[config.mk]
export PLATFORM = sky130hd
export DESIGN_NAME = parking_gate_controller
export DESIGN_NICKNAME = d
export VERILOG_FILES = /design/src/rtl/parking_gate_controller.sv
export SDC_FILE = /design/constraint.sdc
export NUM_CORES = 1
export LEC_CHECK = 0
export CAP_MARGIN = 20
export CORE_ASPECT_RATIO = 1.75
export CORE_MARGIN = 4
export CORE_UTILIZATION = 47
export CTS_BUF_LIST = sky130_fd_sc_hd__clkbuf_4 sky130_fd_sc_hd__clkbuf_8
export CTS_CLUSTER_DIAMETER = 60
export DETAILED_ROUTE_END_ITERATION = 8
export GPL_TIMING_DRIVEN = 0
export PLACE_DENSITY_LB_ADDON = 0.3
export SETUP_SLACK_MARGIN = 0.02
export SYNTH_ARGS = -nofsm -noshare
export SYNTH_HDL_FRONTEND = slang
export SYNTH_SLANG_ARGS = --single-unit
[constraint.sdc]
create_clock -name clk -period 1.7 [get_ports clk]
set_input_delay 0.17 -clock clk [delete_from_list [all_inputs] [get_ports clk]]
set_output_delay 0.17 -clock clk [all_outputs]
set_load 0.01 [all_outputs]
[src/rtl/parking_gate_controller.sv]
// ---------------------------------------------------------------------------
// parking_gate_controller
//
// Sequences the single shared entry/exit barrier of the car park. Exit
// requests win over entry requests. An entering car gets the lowest-numbered
// slot that is neither occupied nor reserved, and that slot stays reserved
// until its occupancy sensor sees the car. A barrier left open for
// OPEN_CYCLES cycles without gate_clear times out. If that happens during an
// entry, the entering car's reservation is dropped.
//
// Ports:
//   clk           system clock, rising edge
//   rst           asynchronous active-high reset
//   cars          slot occupancy sensors, bit i = slot i+1
//   entry_req     level request from the entry button
//   exit_req      level request from the exit reader
//   exit_slot     slot being vacated (1..NUM_SLOTS valid)
//   gate_clear    pulse from the barrier beam once a car has passed
//   entry_grant   one-cycle pulse when a slot is allocated
//   exit_ack      one-cycle pulse when an exit request is accepted
//   assigned_slot last allocated slot number, 0 when none
//   gate_open     barrier open command
//   full          every slot is occupied or reserved (combinational)
//   reserved      reservation mask, bit i = slot i+1
// ---------------------------------------------------------------------------
module parking_gate_controller #(
   parameter int NUM_SLOTS   = 15,
   parameter int SLOT_W      = 4,
   parameter int OPEN_CYCLES = 8,
   parameter int CNT_W       = 4
) (
   input  logic                 clk,
   input  logic                 rst,
   input  logic [NUM_SLOTS-1:0] cars,
   input  logic                 entry_req,
   input  logic                 exit_req,
   input  logic [SLOT_W-1:0]    exit_slot,
   input  logic                 gate_clear,
   output logic                 entry_grant,
   output logic                 exit_ack,
   output logic [SLOT_W-1:0]    assigned_slot,
   output logic                 gate_open,
   output logic                 full,
   output logic [NUM_SLOTS-1:0] reserved
);

   typedef enum logic [1:0] {
      IDLE       = 2'd0,
      ENTRY_OPEN = 2'd1,
      EXIT_OPEN  = 2'd2
   } state_t;

   state_t               state_q, state_d;
   logic [NUM_SLOTS-1:0] reserved_q, reserved_d;
   logic [SLOT_W-1:0]    assigned_slot_q, assigned_slot_d;
   logic                 entry_grant_q, entry_grant_d;
   logic                 exit_ack_q, exit_ack_d;
   logic                 gate_open_q, gate_open_d;
   logic [CNT_W-1:0]     cnt_q, cnt_d;

   logic [NUM_SLOTS-1:0] avail;
   logic [SLOT_W-1:0]    free_idx;
   logic                 exit_valid;
   logic                 timeout;

   // One-hot mask for a 1-based slot number. Slot 0 and out-of-range
   // numbers give an empty mask.
   function automatic logic [NUM_SLOTS-1:0] slot_mask(input logic [SLOT_W-1:0] slot);
      logic [NUM_SLOTS-1:0] m;
      m = '0;
      for (int i = 0; i < NUM_SLOTS; i++) begin
         m[i] = (slot == SLOT_W'(i + 1));
      end
      return m;
   endfunction

   // Free-slot search. The loop runs downward, so the lowest free slot
   // is the last one written and wins. Slot 1 has the highest priority.
   always_comb begin
      avail    = ~(cars | reserved_q);
      free_idx = '0;
      for (int i = NUM_SLOTS - 1; i >= 0; i--) begin
         if (avail[i]) begin
            free_idx = SLOT_W'(i + 1);
         end
      end
      exit_valid = exit_req && (exit_slot != '0) && (exit_slot <= SLOT_W'(NUM_SLOTS));
      timeout    = (cnt_q == CNT_W'(OPEN_CYCLES - 1));
   end

   // Next-state logic. A sensed car always clears its reservation first.
   // Sets and clears from the FSM are then merged on top of that.
   // gate_open follows the state with one cycle of lag, so the barrier
   // moves one cycle after the grant or ack.
   always_comb begin
      state_d         = state_q;
      reserved_d      = reserved_q & ~cars;
      assigned_slot_d = assigned_slot_q;
      entry_grant_d   = 1'b0;
      exit_ack_d      = 1'b0;
      cnt_d           = cnt_q + 1'b1;
      gate_open_d     = (state_q != IDLE);

      unique case (state_q)
         IDLE: begin
            cnt_d = '0;
            if (exit_valid) begin
               exit_ack_d = 1'b1;
               reserved_d = reserved_d & ~slot_mask(exit_slot);
               state_d    = EXIT_OPEN;
            end else if (entry_req && !full) begin
               entry_grant_d   = 1'b1;
               assigned_slot_d = free_idx;
               reserved_d      = reserved_d | slot_mask(free_idx);
               state_d         = ENTRY_OPEN;
            end
         end
         ENTRY_OPEN: begin
            // A clear in the same cycle as a timeout counts as a pass,
            // so the reservation is kept.
            if (gate_clear) begin
               state_d = IDLE;
            end else if (timeout) begin
               reserved_d      = reserved_d & ~slot_mask(assigned_slot_q);
               assigned_slot_d = '0;
               state_d         = IDLE;
            end
         end
         EXIT_OPEN: begin
            if (gate_clear || timeout) begin
               state_d = IDLE;
            end
         end
         default: begin
            state_d = IDLE;
         end
      endcase
   end

   // State and registered outputs.
   always_ff @(posedge clk or posedge rst) begin
      if (rst) begin
         state_q         <= IDLE;
         reserved_q      <= '0;
         assigned_slot_q <= '0;
         entry_grant_q   <= 1'b0;
         exit_ack_q      <= 1'b0;
         gate_open_q     <= 1'b0;
         cnt_q           <= '0;
      end else begin
         state_q         <= state_d;
         reserved_q      <= reserved_d;
         assigned_slot_q <= assigned_slot_d;
         entry_grant_q   <= entry_grant_d;
         exit_ack_q      <= exit_ack_d;
         gate_open_q     <= gate_open_d;
         cnt_q           <= cnt_d;
      end
   end

   assign full          = (avail == '0);
   assign entry_grant   = entry_grant_q;
   assign exit_ack      = exit_ack_q;
   assign assigned_slot = assigned_slot_q;
   assign gate_open     = gate_open_q;
   assign reserved      = reserved_q;

endmodule

==> qor.txt <==
STATUS
------------------------------------------------------------------------------------
Run status ............................................................ complete, but fails checks
Violations in the final reports ....................................... setup timing

PLACED DESIGN
------------------------------------------------------------------------------------
Minimum setup slack after placement ...................................      -593 ps
Input/output buffers ..................................................           44
Final estimated routing congestion in global placement ................         1.04
Post-DP HPWL ..........................................................      5120 µm
Placed Area ...........................................................  0.00253 mm²

STA
------------------------------------------------------------------------------------
Final count of pins violating max slew ................................            0
Clock tree skew after final layout ....................................      5.85 ps
Final critical path time including I/O delays and setup ...............      1910 ps
Setup total negative slack ............................................     -2080 ps
Slew at the pin with the worst max-slew slack .........................       794 ps
Number of endpoints with negative hold slack in the final report ......            0
Final setup violation count ...........................................           18
Max-Slew Margin vs Limit ..............................................        0.465
Highest clock frequency the design can meet ...........................      524 MHz
Period utilisation layout .............................................         1.12
Setup repair after global routing missed its margin ...................         true
Final worst slack .....................................................      -209 ps

DRT
------------------------------------------------------------------------------------
Routed wire length ....................................................      7460 µm
DR iter-0 viols .......................................................          158
ANT nets after route ..................................................            0
DRC Markers ...........................................................            0
Via count .............................................................         2374
Wire per inst .........................................................      19.9 µm
Via density per instance ..............................................         6.33
First-pass detailed-route iteration total .............................            5

POWER
------------------------------------------------------------------------------------
Lkg Pwr ...............................................................      1.31 nW
IR Drop Worst-Case VDD ................................................     0.831 mV
Power per cell area ...................................................   710 mW/mm²
Total power ...........................................................    0.00225 W

SETUP PATH
------------------------------------------------------------------------------------
Maximum fanout along the worst path ...................................            4
Worst r2r src ......................................................... reserved[11]
CP Class .............................................................. register to register
Worst setup path startpoint ........................................... reserved[11]
Critical path data arrival time .......................................      2060 ps
Reg2reg setup slack ...................................................      -210 ps
Critical path endpoint category .......................................     register
Destination of the worst register-to-register timing path .............  reserved[6]
Worst setup path endpoint .............................................  reserved[6]
Cell count of the worst reg-to-reg path ...............................            6
Data required time of the critical path ...............................      1850 ps
Startpoint Class ......................................................     register

CLOCKING
------------------------------------------------------------------------------------
Clock-pin transition on the worst setup and hold timing paths .........       100 ps
TritonCTS Sinks .......................................................           28
Maximum root-to-sink buffer count .....................................            2
CTS tree ..............................................................         done
Number of CTS-inserted buffers ........................................            3
Number of levels in the clock H-tree ..................................            1
CTS root buffer ....................................................... sky130_fd_sc_hd__clkbuf_8
Clock insertion delay at the later pin of the skew report .............       280 ps

FLOORPLANNING
------------------------------------------------------------------------------------
FP Rows ...............................................................           31
Core Area .............................................................  0.00415 mm²
Floorplan die area ....................................................  0.00544 mm²
Overall die height ....................................................      94.6 µm
Die span in x .........................................................      57.5 µm
Starting Density ......................................................        0.485
Total I/O pin count ...................................................           47

MIN PATH
------------------------------------------------------------------------------------
Worst min-delay path category ......................................... input pin to async pin

CELLS AND AREA
------------------------------------------------------------------------------------
Fin nets ..............................................................          352
Final core occ ........................................................        0.764
Ant diodes ............................................................            0
Final design instance area without fill ...............................  0.00317 mm²
Layout cell share with drive strength beyond 1 ........................        0.322
Layout Area Growth over Synthesis .....................................        57.5%

GLOBAL ROUTE
------------------------------------------------------------------------------------
Maximum number of pins on one net before global-route repair ..........           29
Global-route wire length before repair ................................     11300 µm
GR Util All Layers ....................................................        0.271
Global route overflow .................................................            0
Number of global-route vias before repair .............................         2388
Antenna violations before repair ......................................            0

YOSYS
------------------------------------------------------------------------------------
Library cell with the highest instance count after synthesis .......... sky130_fd_sc_hd__nor2_1
Yosys top cell by area ................................................ sky130_fd_sc_hd__dfrtp_1
Post-synth EDFFs ......................................................            0
Proportion of synthesized flip-flops having asynchronous set or reset .         1.00
Post-synthesis sequential area ratio ..................................        0.348
Most used standard cells in the synthesized netlist ................... sky130_fd_sc_hd__nor2_1 (31), sky130_fd_sc_hd__dfrtp_1 (28), sky130_fd_sc_hd__o21ai_0 (27), sky130_fd_sc_hd__nand2_1 (19), sky130_fd_sc_hd__nand2b_1 (18)
Yosys warns ...........................................................            0
Largest cells by area after synthesis ................................. sky130_fd_sc_hd__dfrtp_1 (35%), sky130_fd_sc_hd__o21ai_0 (6.7%), sky130_fd_sc_hd__nor2_1 (5.8%)
Post-Synthesis Net Count ..............................................          269
Syn_area_per_cell .....................................................     8.25 µm²
Unique masters post-synth .............................................           54
Number of synthesized register bits ...................................           28
Synthesized area ......................................................  0.00201 mm²
Gate count of the mapped netlist ......................................          244
Top cell type's share of synthesized area .............................        0.348
Prevailing post-synth register cell ................................... sky130_fd_sc_hd__dfrtp_1

JOB
------------------------------------------------------------------------------------
Max capacitance violation total .......................................            0

==> stage by stage <==
stage / hold slack, ps / std cells
finish: 162 / 375
global route: 199 / 375
CTS: 294 / 365
detailed placement: 460 / 337
global placement: 453 / 337
floorplan: 235 / 244
==> power breakdown <==
group	internal [W]	total [W]	switching, W
logic	0.000455	0.000943	0.000489
clock network	0.000208	0.000421	0.000213
registers	0.000767	0.000886	0.000119
==> flip-flops by register name (all words and copies together), names as in the netlist <==
signal and cells:
gate_open 1, assigned_slot 4, cnt_q 4, reserved 15, exit_ack 1, entry_grant 1
state_q 2
==> cells by family after synthesis <==
logic type,Yosys count,synth area share
simple gates,111,0.287
flops,28,0.348
xor+xnor,2,0.00870
fa+ha+maj,1,0.00621
mux,3,0.0224
compound gates,90,0.303
buf+inv,9,0.0249
==> metal layers <==
metal  vias to the layer above  track usage  share of wire
met5                         -            0              0
met4                         0        0.174          0.067
met3                        54       0.0383          0.059
met2                       121        0.501           0.52
met1                      1119        0.273           0.36
li1                       1080            -              -
==> repair_timing <==
item	CTS	global route
buffers inserted	25	9
endpoints found under the setup margin	23	19
hold buffers	0	0
pin swaps	16	16
gates resized for setup	57	32
endpoints found under the hold margin	0	0
==> worst max-delay path, cell delays in order, from the launching register on <==
cell and delay (ps):
sky130_fd_sc_hd__dfrtp_1 430, sky130_fd_sc_hd__o22a_1 260, sky130_fd_sc_hd__a2111oi_4 450, sky130_fd_sc_hd__or2_4 220, sky130_fd_sc_hd__nand2_4 60, sky130_fd_sc_hd__nand4b_1 220
sky130_fd_sc_hd__o21ai_0 140
==> how the worst min path moves through the flow <==
stage | from | end | slack [ps] | cells past startpoint
after floorplan | rst | assigned_slot[0] | 240 | 1
after CTS | exit_slot[3] | reserved[0] | 290 | 3
after global placement | cnt_q[0] | cnt_q[0] | 450 | 1
after global routing | rst | reserved[13] | 200 | 2
final | rst | reserved[13] | 160 | 2
after detailed placement | cnt_q[0] | cnt_q[0] | 460 | 1
==> cell type report <==
| class | count | area [µm²] |
|---|---|---|
| buffer | 6 | 41.3 |
| inverter | 2 | 8.76 |
| multi-input combinational | 207 | 1560 |
| tap | 49 | 61.3 |
| fill | 307 | 980 |
| clock buffer | 4 | 55.1 |
| sequential | 28 | 709 |
| timing repair buffer | 79 | 738 |
==> layout by cell type, fill, tap and decap left out, drive strengths merged, types with 2 or more instances in the layout <==
master / n
a2111oi: 2
a211oi: 2
a21o: 3
a21oi: 14
a221o: 2
a31oi: 4
and2: 3
and3: 2
and3b: 2
buf: 38
clkbuf: 7
clkdlybuf4s50: 34
dfrtp: 28
dlygate4sd2: 6
dlymetal6s2s: 3
mux2: 3
nand2: 20
nand2b: 18
nand3: 4
nor2: 34
nor2b: 5
nor3: 9
nor3b: 6
o21a: 3
o21ai: 28
o22a: 3
o22ai: 10
o31ai: 5
o32ai: 3
or2: 3
Power figures use the tool's default switching activity.
